<file path="src/rtl/mem_arbiter.sv">
// Purpose : arbitrates instruction fetch and load/store requests onto one
//           single-port word-wide memory bus, with RV32I store lane steering,
//           load extraction/extension and misalign/funct3/timeout errors.
// Latency : grant in IDLE (cycle 0), o_mem_req from cycle 1, ack the cycle after
//           i_mem_ready (min 3 cycles/access); an error at grant acks in cycle 1.
// Backpr. : one transaction outstanding; requesters hold req/addr/data until ack,
//           memory stalls via i_mem_ready, bounded by TIMEOUT cycles.
// Ports   : i_inst_* / o_inst_*  fetch port (req, addr -> ack, data, err)
//           i_data_* / o_data_*  load/store port (req, addr, wdata, funct3, rw -> ack, rdata, err)
//           o_mem_* / i_mem_*    memory bus (req, addr, we, be, wdata <- ready, rdata)
module mem_arbiter #(
    parameter int ADDR_W  = 32,
    parameter int XLEN    = 32,
    parameter int TIMEOUT = 255
) (
    input  logic              i_clk,
    input  logic              i_rst,
    input  logic              i_inst_req,
    input  logic [ADDR_W-1:0] i_inst_addr,
    output logic              o_inst_ack,
    output logic [XLEN-1:0]   o_inst_data,
    output logic              o_inst_err,
    input  logic              i_data_req,
    input  logic [ADDR_W-1:0] i_data_addr,
    input  logic [XLEN-1:0]   i_data_wdata,
    input  logic [2:0]        i_funct3,
    input  logic              i_read_write,
    output logic              o_data_ack,
    output logic [XLEN-1:0]   o_data_rdata,
    output logic              o_data_err,
    output logic              o_mem_req,
    output logic [ADDR_W-1:0] o_mem_addr,
    output logic              o_mem_we,
    output logic [3:0]        o_mem_be,
    output logic [XLEN-1:0]   o_mem_wdata,
    input  logic              i_mem_ready,
    input  logic [XLEN-1:0]   i_mem_rdata
);

    localparam int CNT_W = $clog2(TIMEOUT + 1);
    // Counter value seen on the last WAIT cycle before the abort.
    localparam logic [CNT_W-1:0] CNT_LAST = CNT_W'(TIMEOUT - 1);

    typedef enum logic [1:0] {
        S_IDLE,
        S_WAIT,
        S_RESP
    } state_t;

    state_t            state;
    logic [CNT_W-1:0]  cnt;
    logic              last_data;  // 1 = data port was served last
    logic              lat_data;   // current grant belongs to the data port
    logic [1:0]        lat_off;
    logic [2:0]        lat_f3;

    logic              any_req;
    logic              grant_data;
    logic [ADDR_W-1:0] sel_addr;
    logic [1:0]        sel_off;
    logic              grant_err;
    logic [3:0]        st_be;
    logic [XLEN-1:0]   st_wdata;
    logic [7:0]        ld_byte;
    logic [15:0]       ld_half;
    logic [XLEN-1:0]   ld_data;

    // Arbitration, grant-time error check and store lane steering.
    always_comb begin
        any_req    = i_inst_req | i_data_req;
        // Data wins a tie unless it was served last, so neither side starves.
        grant_data = i_data_req & (~i_inst_req | ~last_data);
        sel_addr   = grant_data ? i_data_addr : i_inst_addr;
        sel_off    = sel_addr[1:0];

        grant_err = 1'b0;
        if (grant_data) begin
            case (i_funct3)
                3'b011, 3'b110, 3'b111: grant_err = 1'b1;
                3'b001, 3'b101:         grant_err = sel_off[0];
                3'b010:                 grant_err = |sel_off;
                default:                grant_err = 1'b0;
            endcase
        end else begin
            grant_err = |sel_off;
        end

        st_be    = 4'b1111;
        st_wdata = i_data_wdata;
        if (grant_data && i_read_write) begin
            case (i_funct3[1:0])
                2'b00: begin
                    st_be    = 4'b0001 << sel_off;
                    st_wdata = {4{i_data_wdata[7:0]}};
                end
                2'b01: begin
                    st_be    = 4'b0011 << sel_off;
                    st_wdata = {2{i_data_wdata[15:0]}};
                end
                default: begin
                    st_be    = 4'b1111;
                    st_wdata = i_data_wdata;
                end
            endcase
        end
    end

    // Load extraction from the returning word using the latched offset/funct3.
    always_comb begin
        case (lat_off)
            2'b00:   ld_byte = i_mem_rdata[7:0];
            2'b01:   ld_byte = i_mem_rdata[15:8];
            2'b10:   ld_byte = i_mem_rdata[23:16];
            default: ld_byte = i_mem_rdata[31:24];
        endcase
        ld_half = lat_off[1] ? i_mem_rdata[31:16] : i_mem_rdata[15:0];
        case (lat_f3)
            3'b000:  ld_data = {{24{ld_byte[7]}}, ld_byte};
            3'b100:  ld_data = {24'd0, ld_byte};
            3'b001:  ld_data = {{16{ld_half[15]}}, ld_half};
            3'b101:  ld_data = {16'd0, ld_half};
            default: ld_data = i_mem_rdata;
        endcase
    end

    always_ff @(posedge i_clk) begin
        if (i_rst) begin
            state        <= S_IDLE;
            cnt          <= '0;
            last_data    <= 1'b0;
            lat_data     <= 1'b0;
            lat_off      <= 2'b00;
            lat_f3       <= 3'b000;
            o_inst_ack   <= 1'b0;
            o_inst_data  <= '0;
            o_inst_err   <= 1'b0;
            o_data_ack   <= 1'b0;
            o_data_rdata <= '0;
            o_data_err   <= 1'b0;
            o_mem_req    <= 1'b0;
            o_mem_addr   <= '0;
            o_mem_we     <= 1'b0;
            o_mem_be     <= 4'b0000;
            o_mem_wdata  <= '0;
        end else begin
            case (state)
                S_IDLE: begin
                    if (any_req) begin
                        lat_data <= grant_data;
                        lat_off  <= sel_off;
                        lat_f3   <= i_funct3;
                        cnt      <= '0;
                        if (grant_err) begin
                            // Rejected without touching the memory bus.
                            state <= S_RESP;
                            if (grant_data) begin
                                o_data_ack   <= 1'b1;
                                o_data_err   <= 1'b1;
                                o_data_rdata <= '0;
                            end else begin
                                o_inst_ack  <= 1'b1;
                                o_inst_err  <= 1'b1;
                                o_inst_data <= '0;
                            end
                        end else begin
                            state       <= S_WAIT;
                            o_mem_req   <= 1'b1;
                            o_mem_addr  <= {sel_addr[ADDR_W-1:2], 2'b00};
                            o_mem_we    <= grant_data & i_read_write;
                            o_mem_be    <= st_be;
                            o_mem_wdata <= st_wdata;
                        end
                    end
                end

                S_WAIT: begin
                    // Ready takes priority over an expiring counter.
                    if (i_mem_ready) begin
                        o_mem_req <= 1'b0;
                        state     <= S_RESP;
                        if (lat_data) begin
                            o_data_ack   <= 1'b1;
                            o_data_err   <= 1'b0;
                            o_data_rdata <= o_mem_we ? '0 : ld_data;
                        end else begin
                            o_inst_ack  <= 1'b1;
                            o_inst_err  <= 1'b0;
                            o_inst_data <= i_mem_rdata;
                        end
                    end else if (cnt == CNT_LAST) begin
                        o_mem_req <= 1'b0;
                        state     <= S_RESP;
                        if (lat_data) begin
                            o_data_ack   <= 1'b1;
                            o_data_err   <= 1'b1;
                            o_data_rdata <= '0;
                        end else begin
                            o_inst_ack  <= 1'b1;
                            o_inst_err  <= 1'b1;
                            o_inst_data <= '0;
                        end
                    end else begin
                        cnt <= cnt + 1'b1;
                    end
                end

                S_RESP: begin
                    o_inst_ack <= 1'b0;
                    o_inst_err <= 1'b0;
                    o_data_ack <= 1'b0;
                    o_data_err <= 1'b0;
                    last_data  <= lat_data;
                    state      <= S_IDLE;
                end

                default: state <= S_IDLE;
            endcase
        end
    end

endmodule
</file>
<file path="config.mk">
export PLATFORM = sky130hd
export DESIGN_NAME = mem_arbiter
export DESIGN_NICKNAME = d
export VERILOG_FILES = /design/src/rtl/mem_arbiter.sv
export SDC_FILE = /design/constraint.sdc
export NUM_CORES = 1
export LEC_CHECK = 0
export ABC_AREA = 0
export CORE_MARGIN = 3
export CORE_UTILIZATION = 44
export DETAILED_ROUTE_END_ITERATION = 10
export PLACE_DENSITY = 0.81
export SYNTH_ARGS = -nofsm -noshare
export SYNTH_HDL_FRONTEND = slang
export SYNTH_SLANG_ARGS = --single-unit
</file>
<file path="constraint.sdc">
create_clock -name i_clk -period 2.5 [get_ports i_clk]
set_input_delay 0.5 -clock i_clk [delete_from_list [all_inputs] [get_ports i_clk]]
set_output_delay 0.5 -clock i_clk [all_outputs]
set_load 0.005 [all_outputs]
</file>
==> results of run 1 <==
logic make-up after synthesis:
family                   after synthesis  synth area share [%]
AO/OA/AOI/OAI                        228                  24.2
XOR/XNOR                               5                 0.640
adder cells (fa/ha/maj)                2                 0.366
buffers and inverters                 76                  4.94
flip-flops                           153                  44.8
multiplexers                          38                  5.76
other                                  1                0.0548
AND/OR/NAND/NOR                      288                  19.3
cell usage in the layout (no fill, tap or decap), types with 14 or more instances in the layout:
cell / netlist / final
clkdlybuf4s50_1: 0 / 271
dfxtp_1: 153 / 153
nand2_1: 133 / 133
nor2_1: 64 / 63
a21oi_1: 59 / 59
buf_4: 4 / 37
a22o_1: 33 / 33
a311oi_1: 32 / 32
mux2i_1: 27 / 27
nand2b_1: 21 / 21
nor3b_1: 19 / 18
a31o_1: 17 / 17
o211ai_1: 17 / 17
clkbuf_16: 0 / 17
a21o_1: 16 / 16
a211oi_1: 14 / 14
synthesized netlist by cell type, drive strengths merged (2+ instances only):
cell type | number | share of area (%)
or4 | 3 | 0.38
o221ai | 7 | 0.90
a31oi | 8 | 0.73
nor2 | 64 | 3.5
a21oi | 59 | 4.3
a221oi | 2 | 0.51
a211oi | 14 | 1.5
nor3b | 19 | 2.1
a311oi | 32 | 4.1
ha | 2 | 0.37
dfxtp | 153 | 45
nand4 | 2 | 0.18
a31o | 17 | 2.2
nand3 | 13 | 0.95
nand2b | 21 | 1.9
o21a | 3 | 0.33
xor2 | 4 | 0.51
clkbuf | 47 | 2.6
mux2i | 27 | 3.9
a21o | 16 | 1.8
nor4 | 2 | 0.18
inv | 4 | 0.22
or3 | 2 | 0.18
nand2 | 133 | 7.3
nor3 | 15 | 1.2
mux2 | 11 | 1.8
a22o | 33 | 4.2
o211ai | 17 | 1.9
nor2b | 9 | 0.82
a22oi | 2 | 0.22
o21ai | 13 | 0.95
buf | 25 | 2.1
area by class of cell:
| class | instances | area share, % |
|---|---|---|
| multi-input cells | 563 | 33.1 |
| inverters | 4 | 0.143 |
| flip-flops and latches | 153 | 29.1 |
| clock inverters | 10 | 1.14 |
| well taps | 184 | 2.19 |
| repair buffers | 316 | 30.0 |
| clock buffers | 20 | 4.35 |
path summary, 6_finish.rpt:
check             startpoint              end  slack, ns
max               i_data_req  o_data_rdata[4]       0.23
max reg2reg           cnt[0]  o_data_rdata[4]       0.40
min          o_mem_wdata[15]  o_mem_wdata[15]       0.45
min reg2reg  o_mem_wdata[15]  o_mem_wdata[15]       0.45
flip-flops by register name, indices dropped and copies added (netlist names):
register / cells
o_mem_be: 4
o_data_err: 1
o_inst_data: 32
o_mem_we: 1
o_mem_req: 1
o_data_ack: 1
o_mem_wdata: 32
o_data_rdata: 32
o_inst_ack: 1
o_inst_err: 1
lat_off: 2
lat_f3: 3
cnt: 8
state: 2
lat_data: 1
last_data: 1
o_mem_addr: 30
power groups by stage:
stage | Clock (W) | Combinational, W | Sequential (W)
after global routing | 0.00267 | 0.00143 | 0.00267
after detailed placement | 0 | 0.00131 | 0.00271
final | 0.00253 | 0.00132 | 0.00266
after floorplan | 0 | 0.000616 | 0.00269
after CTS | 0.00258 | 0.00132 | 0.00266
after global placement | 0 | 0.00130 | 0.00270
worst register-to-register path, stage by stage (launching register included):
cell,delay [ns]
dfxtp_1,0.34
inv_1,0.10
ha_1,0.14
and3_1,0.24
a21oi_1,0.13
buf_4,0.17
a221oi_4,0.32
buf_12,0.25
buf_12,0.17
mux2i_1,0.19
per-layer routing:
layer / part of all wire [%] / vias up / GRT usage, %
li1: - / 3381 / -
met1: 39 / 3256 / 29.8
met2: 48 / 289 / 43.2
met3: 9.8 / 38 / 9.55
met4: 2.4 / 4 / 8.89
met5: 0.080 / - / 0
through the flow:
step	utilization (%)	total power, W	TNS, ns
detailed placement	66.8	0.00402	-7.14
global placement	66.8	0.00400	-4.50
finish	70.7	0.00651	0
CTS	70.7	0.00656	0
floorplan	-	0.00331	0
global route	70.7	0.00677	0
==> impl_metrics.csv, run 1 <==
group,metric,value,unit
synth,synth.avg_cell_area,8.65,µm²
synth,ys_async_sr_fraction,0,%
clocking,cts_max_level,4,
timing,finalCritPeriodShare,91.0,%
timing,slew_viol_final,0,
global_routing,grt_max_degree,84,
placement,io_buffers,272,
power,p_sw,0.00172,W
synth,synth_edf_count,0,
worst_setup_path,critPathRequiredTime,2.84,ns
worst_setup_path,ff2ff_path_depth,9,
synth,syn-cell-area,6840,µm²
worst_setup_path,critPathMaxFanout,39,
worst_setup_path,critPathKind,"input pin to register",
synth,yosysWarnings,0,
timing,slew_headroom,23.0,%
layout,final_cells,1250,
floorplan,die_y,131,µm
layout,fin_nets,1194,
timing,hold_ws,0.452,ns
worst_setup_path,arrival,2.62,ns
detailed_routing,dr.first_iter.drc_count,516,
power,swShare,26.4,%
timing,rsz0062_at_grt,"no",
power,pwr-share-clk,38.9,%
layout,stdcell_area,10500,µm²
detailed_routing,detailroute.via_count,6968,
floorplan,rows,44,
detailed_routing,ant_nets,0,
power,power_density,620,nW/µm²
worst_setup_path,critPathTopFamily,"buffers and inverters",
clocking,cts_hold_buffers,0,
floorplan,start_util,46.0,%
placement,place.gp.congestion,0.891,
global_routing,grt_first_pass_wirelength,33900,µm
detailed_routing,routedWlPerCell,18.1,µm
worst_setup_path,critPathMaxStageDelay,0.54,ns
detailed_routing,drc,0,
power,p_leak,3.86,nW
timing,timing.fmax,440,MHz
worst_setup_path,worstSetupStartpointType,"input pin",
worst_setup_path,crit_buf_inv,3,
timing,period_minus_slack,2.27,ns
clocking,cts_tree,"yes",
clocking,cts.root.buffer_cell,"clkbuf_16",
layout,multi_input_area,3470,µm²
layout,regArea,3060,µm²
power,vdd_drop_max,0.482,mV
worst_setup_path,crit_slowest_cell,"or4_4",
placement,dpl_cell_area,9930,µm²
floorplan,die_area,17100,µm²
detailed_routing,via_per_inst,5.57,
global_routing,grt_use_total,25.6,%
clocking,cts_sinks,153,
worst_setup_path,cp.depth,7,
floorplan,core-area,14900,µm²
placement,hpwl,16500,µm
clocking,post-cts-setup-buffer-count,0,
clocking,cts_resized,0,
clocking,clk_latency,0.42,ns
job,maxCapViolations,0,
worst_setup_path,critPathCaptureType,"register",
global_routing,grt_antenna_before_repair,2,
synth,synth_cell_types,51,
placement,post-place-ws,-0.186,ns
worst_setup_path,crit_chain,"clkdlybuf4s50_1 > a21bo_1 > or4_4 > a221oi_4 > buf_12 > buf_12 > mux2i_1",
global_routing,grt-ovfl-total,0,
layout,diodes,0,
detailed_routing,wirelength,22600,µm
min_path,hold_path_depth,2,
min_path,hold_path_class,"register to register",
floorplan,fp.dieW,131,µm
synth,yosysSeqAreaShare,44.8,%
layout,n_fill_cell,1184,
power,p_seq_share,40.8,%
power,internal_power,0.00479,W
clocking,cts_inserted_buffers,17,
clocking,path_clk_slew,0.06,ns
synth,synth_seq_cells,153,
placement,dp_cells,1220,
layout,area_delta_synth_final,53.6,%
timing,finalSetupViolations,0,
global_routing,grt_pass1_vias,6530,
timing,finClkSkew,0.00998,ns
worst_setup_path,cp_common_cell,"buf_12",
run_status,status,"finished clean",
timing,tightest_slew,1.15,ns
layout,drive_gt1_share,8.91,%
synth,syn-instance-count,791,
floorplan,ioPinCount,275,
power,p_comb_share,20.3,%
timing,hold_violations,0,
timing,setup_ws,0.225,ns
detailed_routing,drt-pass1-iter-count,5,
clocking,ctsLongestPathBuffers,2,
synth,synth_ff_type,"dfxtp_1",
Note: power is estimated with default switching activity, not from simulation.
==> run 2: changes to the inputs <==
Settings changed: CORE_MARGIN 3 to 2.
==> run 2 against run 1 <==
  * Maximum frequency increased by 0.11%
  * Setup slack better by 0.0024 ns
  * Die area fell by 3.0%
  * Worst hold slack improved by 0.0024 ns
  * Register-to-register slack lost 0.04 ns
  * Routed wire length down 4.0%
  * Cell area about the same
  * Sequential share of layout area hardly changed
  * Critical endpoint is now o_data_rdata[11]
  * Combinational power about the same
  * Core utilization down 1.6 points
  * Largest power group is now the clock network
  * Largest cell class unchanged
==> impl_metrics.csv, run 2 (synthesis gave the netlist of run 1 again) <==
group,metric,value,unit
timing,hold_ws,0.454,ns
detailed_routing,wirelength,21700,µm
power,internal_power,0.00487,W
timing,finalSetupViolations,0,
power,vdd_drop_max,0.536,mV
detailed_routing,drt-pass1-iter-count,7,
floorplan,rows,45,
floorplan,start_util,45.0,%
layout,layout_common_cells,"271 x clkdlybuf4s50_1, 153 x dfxtp_1, 133 x nand2_1",
clocking,cts_hold_buffers,0,
layout,area_delta_synth_final,53.6,%
detailed_routing,ant_nets,0,
placement,place.gp.congestion,0.853,
timing,slew_viol_final,0,
timing,tightest_slew,1.17,ns
global_routing,grt_pass1_vias,6459,
power,p_comb_share,19.7,%
run_status,status,"finished clean",
floorplan,die_area,16600,µm²
floorplan,die_y,129,µm
timing,timing.fmax,440,MHz
timing,fin_setup_tns,0,ns
placement,dpl_cell_area,9900,µm²
layout,diodes,0,
floorplan,fp.dieW,129,µm
clocking,cts_max_level,4,
detailed_routing,detailroute.via_count,6905,
worst_setup_path,worstSetupStartpointType,"input pin",
layout,n_fill_cell,1213,
floorplan,ioPinCount,275,
worst_setup_path,critPathRequiredTime,2.85,ns
power,p_sw,0.00176,W
detailed_routing,dr.first_iter.drc_count,360,
global_routing,grt_first_pass_wirelength,33700,µm
layout,drive_gt1_share,8.65,%
clocking,ctsLongestPathBuffers,2,
placement,io_buffers,272,
detailed_routing,drc,0,
layout,fin_nets,1189,
layout,top_regs,"o_data_rdata: 32 flops, o_inst_data: 32 flops, o_mem_wdata: 32 flops",
layout,regArea,3060,µm²
worst_setup_path,arrival,2.63,ns
clocking,clk_latency,0.42,ns
placement,hpwl,15700,µm
worst_setup_path,critPathKind,"input pin to register",
timing,period_minus_slack,2.27,ns
job,maxCapViolations,0,
power,swShare,26.5,%
global_routing,grt_max_degree,56,
worst_setup_path,critPathMaxFanout,36,
power,pwr-share-clk,40.3,%
timing,slew_headroom,22.0,%
clocking,post-cts-setup-buffer-count,0,
clocking,cts.root.buffer_cell,"clkbuf_16",
min_path,hold_path_class,"register to register",
detailed_routing,via_per_inst,5.52,
power,power_density,631,nW/µm²
global_routing,grt-ovfl-total,0,
global_routing,grt_use_total,25.8,%
power,p_leak,3.85,nW
clocking,path_clk_slew,0.07,ns
clocking,cts_tree,"yes",
global_routing,grt_antenna_before_repair,0,
worst_setup_path,critPathCaptureType,"register",
clocking,cts_inserted_buffers,17,
detailed_routing,routedWlPerCell,17.4,µm
power,p_seq_share,40.0,%
clocking,cts_resized,0,
timing,rsz0062_at_grt,"no",
clocking,cts_sinks,153,
timing,finalCritPeriodShare,90.9,%
timing,finClkSkew,0.00698,ns
layout,multi_input_area,3470,µm²
placement,post-place-ws,-0.178,ns
timing,setup_ws,0.228,ns
layout,stdcell_area,10500,µm²
timing,hold_violations,0,
floorplan,core-area,15200,µm²
layout,final_common_cell,"clkdlybuf4s50_1",
## run 2: cell types whose count changed in the layout (fill, tap and decap cells not counted)
cell       delta
clkinv_4      +1
buf_4         -5
bufinv_16     +1
clkbuf_8      -1
inv_6         +1
## run 2: power groups by stage
| stage | Combinational [W] | Clock (W) | Sequential, W |
|---|---|---|---|
| 3_5_place_dp | 0.00130 | 0 | 0.00271 |
| 3_3_place_gp | 0.00129 | 0 | 0.00270 |
| 2_1_floorplan | 0.000616 | 0 | 0.00269 |
| 6_report | 0.00131 | 0.00267 | 0.00265 |
| 5_1_grt | 0.00141 | 0.00281 | 0.00267 |
| 4_1_cts | 0.00131 | 0.00271 | 0.00265 |
## run 2: final timing paths
kind                      end  depth (start not counted)  slack, ns            from
max          o_data_rdata[11]                          8       0.23      i_data_req
min            o_mem_wdata[6]                          2       0.45  o_mem_wdata[6]
max reg2reg    o_inst_data[4]                          8       0.36          cnt[0]
min reg2reg    o_mem_wdata[6]                          2       0.45  o_mem_wdata[6]
## run 2: per-stage QoR
stage / utilization (%) / total power (W) / cells
floorplan: - / 0.00331 / 792
global placement: 65.1 / 0.00399 / 1219
detailed placement: 65.1 / 0.00400 / 1219
CTS: 69.1 / 0.00667 / 1251
global route: 69.1 / 0.00689 / 1251
finish: 69.1 / 0.00663 / 1251
## run 2: layout make-up
type / instances / share of cell area, %
multi-input combinational: 563 / 33.1
timing repair buffer: 311 / 29.6
sequential: 153 / 29.1
clock buffer: 19 / 4.21
tap: 188 / 2.24
clock inverter: 13 / 1.60
inverter: 4 / 0.143
## run 2: critical path, stage by stage
cell and delay, ns:
clkdlybuf4s50_1 0.47, a21bo_1 0.22, or4_4 0.54, a221oi_4 0.29, buf_12 0.24, buf_12 0.16, nand3_1 0.10, o21ai_1 0.10
## run 2: layer usage
metal | up-vias | track usage, % | routed length (µm)
met5 | - | 0 | 0
met4 | 0 | 9.14 | 543
li1 | 3372 | - | -
met2 | 284 | 42.8 | 10300
met3 | 37 | 9.44 | 2050
met1 | 3212 | 31.0 | 8820
==> run 3: changes to the inputs <==
Settings changed: CORE_MARGIN 2 to 1.5, CTS_CLUSTER_DIAMETER from default to 150.
==> run 3 against run 2 <==
  * Sequential share of layout area increased by 0.15 points
  * Non-clock buffer count increased by 2
  * Global-route usage increased by 0.15 points
  * Cell area decreased by 0.52%
  * Power decreased by 3.6%
  * Core utilization decreased by 0.36 points
  * Via count decreased by 0.39%
  * Largest cell class unchanged
  * Largest power group is now sequential cells
  * Highest routed layer unchanged
==> impl_metrics.csv, run 3 (synthesis gave the netlist of run 1 again) <==
group,metric,value,unit
worst_setup_path,crit_end,"o_data_rdata[0]",
clocking,post-cts-setup-buffer-count,0,
detailed_routing,drc,0,
clocking,clk_latency,0.42,ns
timing,finalSetupViolations,0,
worst_setup_path,critPathKind,"input pin to register",
power,p_comb_share,20.3,%
job,maxCapViolations,0,
global_routing,use_met3,8.89,%
detailed_routing,ant_nets,0,
timing,finalCritPeriodShare,92.9,%
global_routing,grt-busiest-layer,"met2",
global_routing,grt_use_met2,41.0,%
power,swShare,26.9,%
timing,tightest_slew,1.15,ns
clocking,cts_tree,"yes",
worst_setup_path,startpoint,"i_data_req",
clocking,path_clk_slew,0.06,ns
detailed_routing,dr.first_iter.drc_count,504,
power,p_seq_share,41.5,%
floorplan,fp.dieW,128,µm
layout,fin_util,68.8,%
timing,period_minus_slack,2.32,ns
run_status,status,"finished clean",
global_routing,grt_pass1_vias,6467,
clocking,cts_max_level,4,
min_path,hold_path_class,"input pin to register",
global_routing,grt_use_met1,32.5,%
power,power_density,612,nW/µm²
floorplan,ioPinCount,275,
global_routing,grt_max_degree,112,
layout,diodes,0,
worst_setup_path,worstSetupStartpointType,"input pin",
worst_setup_path,critPathMaxFanout,46,
floorplan,core-area,15200,µm²
global_routing,grt-ovfl-total,0,
layout,n_fill_cell,1233,
clocking,ctsLongestPathBuffers,2,
worst_setup_path,reg2reg_from,"cnt[1]",
floorplan,die_y,128,µm
timing,slew_headroom,23.2,%
timing,slew_viol_final,0,
layout,layout_common_cells,"271 x clkdlybuf4s50_1, 153 x dfxtp_1, 133 x nand2_1",
worst_setup_path,ff2ff_path_depth,8,
floorplan,start_util,45.0,%
worst_setup_path,cp.depth,7,
timing,rsz0062_at_grt,"no",
layout,fin_nets,1191,
clocking,cts.root.buffer_cell,"clkbuf_16",
detailed_routing,drt-pass1-iter-count,7,
power,pwr-share-clk,38.2,%
detailed_routing,wirelength,21300,µm
layout,top_regs,"o_data_rdata: 32 flops, o_inst_data: 32 flops, o_mem_wdata: 32 flops",
clocking,cts_hold_buffers,0,
worst_setup_path,critPathTopFamily,"buffers and inverters",
worst_setup_path,critPathMaxStageDelay,0.54,ns
global_routing,grt_first_pass_wirelength,33600,µm
detailed_routing,routedWlPerCell,17.0,µm
worst_setup_path,arrival,2.66,ns
timing,finClkSkew,0.00700,ns
floorplan,die_area,16300,µm²
clocking,cts_resized,0,
worst_setup_path,cp_common_cell,"buf_12",
global_routing,grt_antenna_before_repair,0,
layout,final_common_cell,"clkdlybuf4s50_1",
worst_setup_path,reg2reg_to,"o_data_rdata[0]",
worst_setup_path,crit_buf_inv,3,
detailed_routing,detailroute.via_count,6878,
layout,area_delta_synth_final,52.8,%
placement,io_buffers,272,
global_routing,grt_use_total,26.0,%
power,total_power,0.00640,W
power,vdd_drop_max,0.529,mV
clocking,cts_inserted_buffers,17,
layout,drive_gt1_share,8.83,%
timing,timing.fmax,431,MHz
worst_setup_path,rrSetupSlack,0.39,ns
placement,place.gp.congestion,0.863,
power,internal_power,0.00468,W
worst_setup_path,critPathRequiredTime,2.84,ns
timing,hold_violations,0,
clocking,cts_sinks,153,
worst_setup_path,crit_chain,"clkdlybuf4s50_1 > a21bo_1 > or4_4 > a221oi_4 > buf_12 > buf_12 > mux2i_1",
power,p_leak,3.83,nW
floorplan,rows,45,
detailed_routing,via_per_inst,5.49,
worst_setup_path,crit_slowest_cell,"or4_4",
power,p_sw,0.00172,W
worst_setup_path,critPathCaptureType,"register",
placement,hpwl,15200,µm
[run 3: cell count changes in the layout (fill, tap and decap cells not counted)]
cell,before,now
clkbuf_1,1,0
buf_4,32,35
clkinv_4,3,0
inv_6,3,2
clkinv_2,2,6
bufinv_16,3,1
clkbuf_8,1,2
buf_12,8,7
clkinvlp_4,2,3
[run 3: power by group through the flow]
stage	clock, W	sequential, W	combinational (W)
2_1_floorplan	0	0.00269	0.000616
3_3_place_gp	0	0.00270	0.00129
3_5_place_dp	0	0.00270	0.00130
4_1_cts	0.00247	0.00265	0.00130
5_1_grt	0.00261	0.00267	0.00142
6_report	0.00244	0.00265	0.00130
[run 3: worst reg2reg max path: cells and delay by family, from the launching register on]
kind                       cells  cell delay (ns)
buffers and inverters          3             0.59
AOI/OAI and AO/OA              2             0.41
DFF                            1             0.41
and+or+nand+nor                1             0.24
muxes                          1             0.21
adders and majority gates      1             0.17
[run 3: worst min-delay path by stage]
| stage | from | slack, ns | cells past startpoint | end |
|---|---|---|---|---|
| after global placement | o_mem_wdata[8] | 0.44 | 2 | o_mem_wdata[8] |
| after floorplan | o_mem_wdata[10] | 0.45 | 2 | o_mem_wdata[10] |
| after global routing | i_rst | 0.37 | 2 | o_inst_err |
| after detailed placement | o_mem_wdata[7] | 0.45 | 2 | o_mem_wdata[7] |
| final | i_rst | 0.36 | 2 | o_inst_ack |
| after CTS | i_rst | 0.35 | 2 | o_inst_ack |
[run 3: layer usage]
layer,share of wire [%],vias to the layer above
met4,2.9,0
met5,0,-
li1,-,3372
met3,9.0,43
met1,42,3171
met2,46,292
[run 3: layout make-up]
class | count | area (µm²) | area share (%)
well taps | 188 | 235 | 2.25
repair buffers | 313 | 3120 | 29.8
flip-flops and latches | 153 | 3060 | 29.3
multi-input cells | 563 | 3470 | 33.2
clock buffers | 19 | 453 | 4.33
inverters | 4 | 15.0 | 0.144
clock inverters | 12 | 100 | 0.957
[run 3: per-stage QoR]
stage               cells  setup WS, ns  hold WS [ns]  TNS, ns  cell area (µm²)
detailed placement   1221        -0.203         0.446    -9.68             9900
global route         1252        0.0983         0.372        0            10500
floorplan             792         0.343         0.448        0             6850
global placement     1221        -0.142         0.438    -4.39             9900
CTS                  1252         0.180         0.354        0            10500
finish               1252         0.178         0.361        0            10500
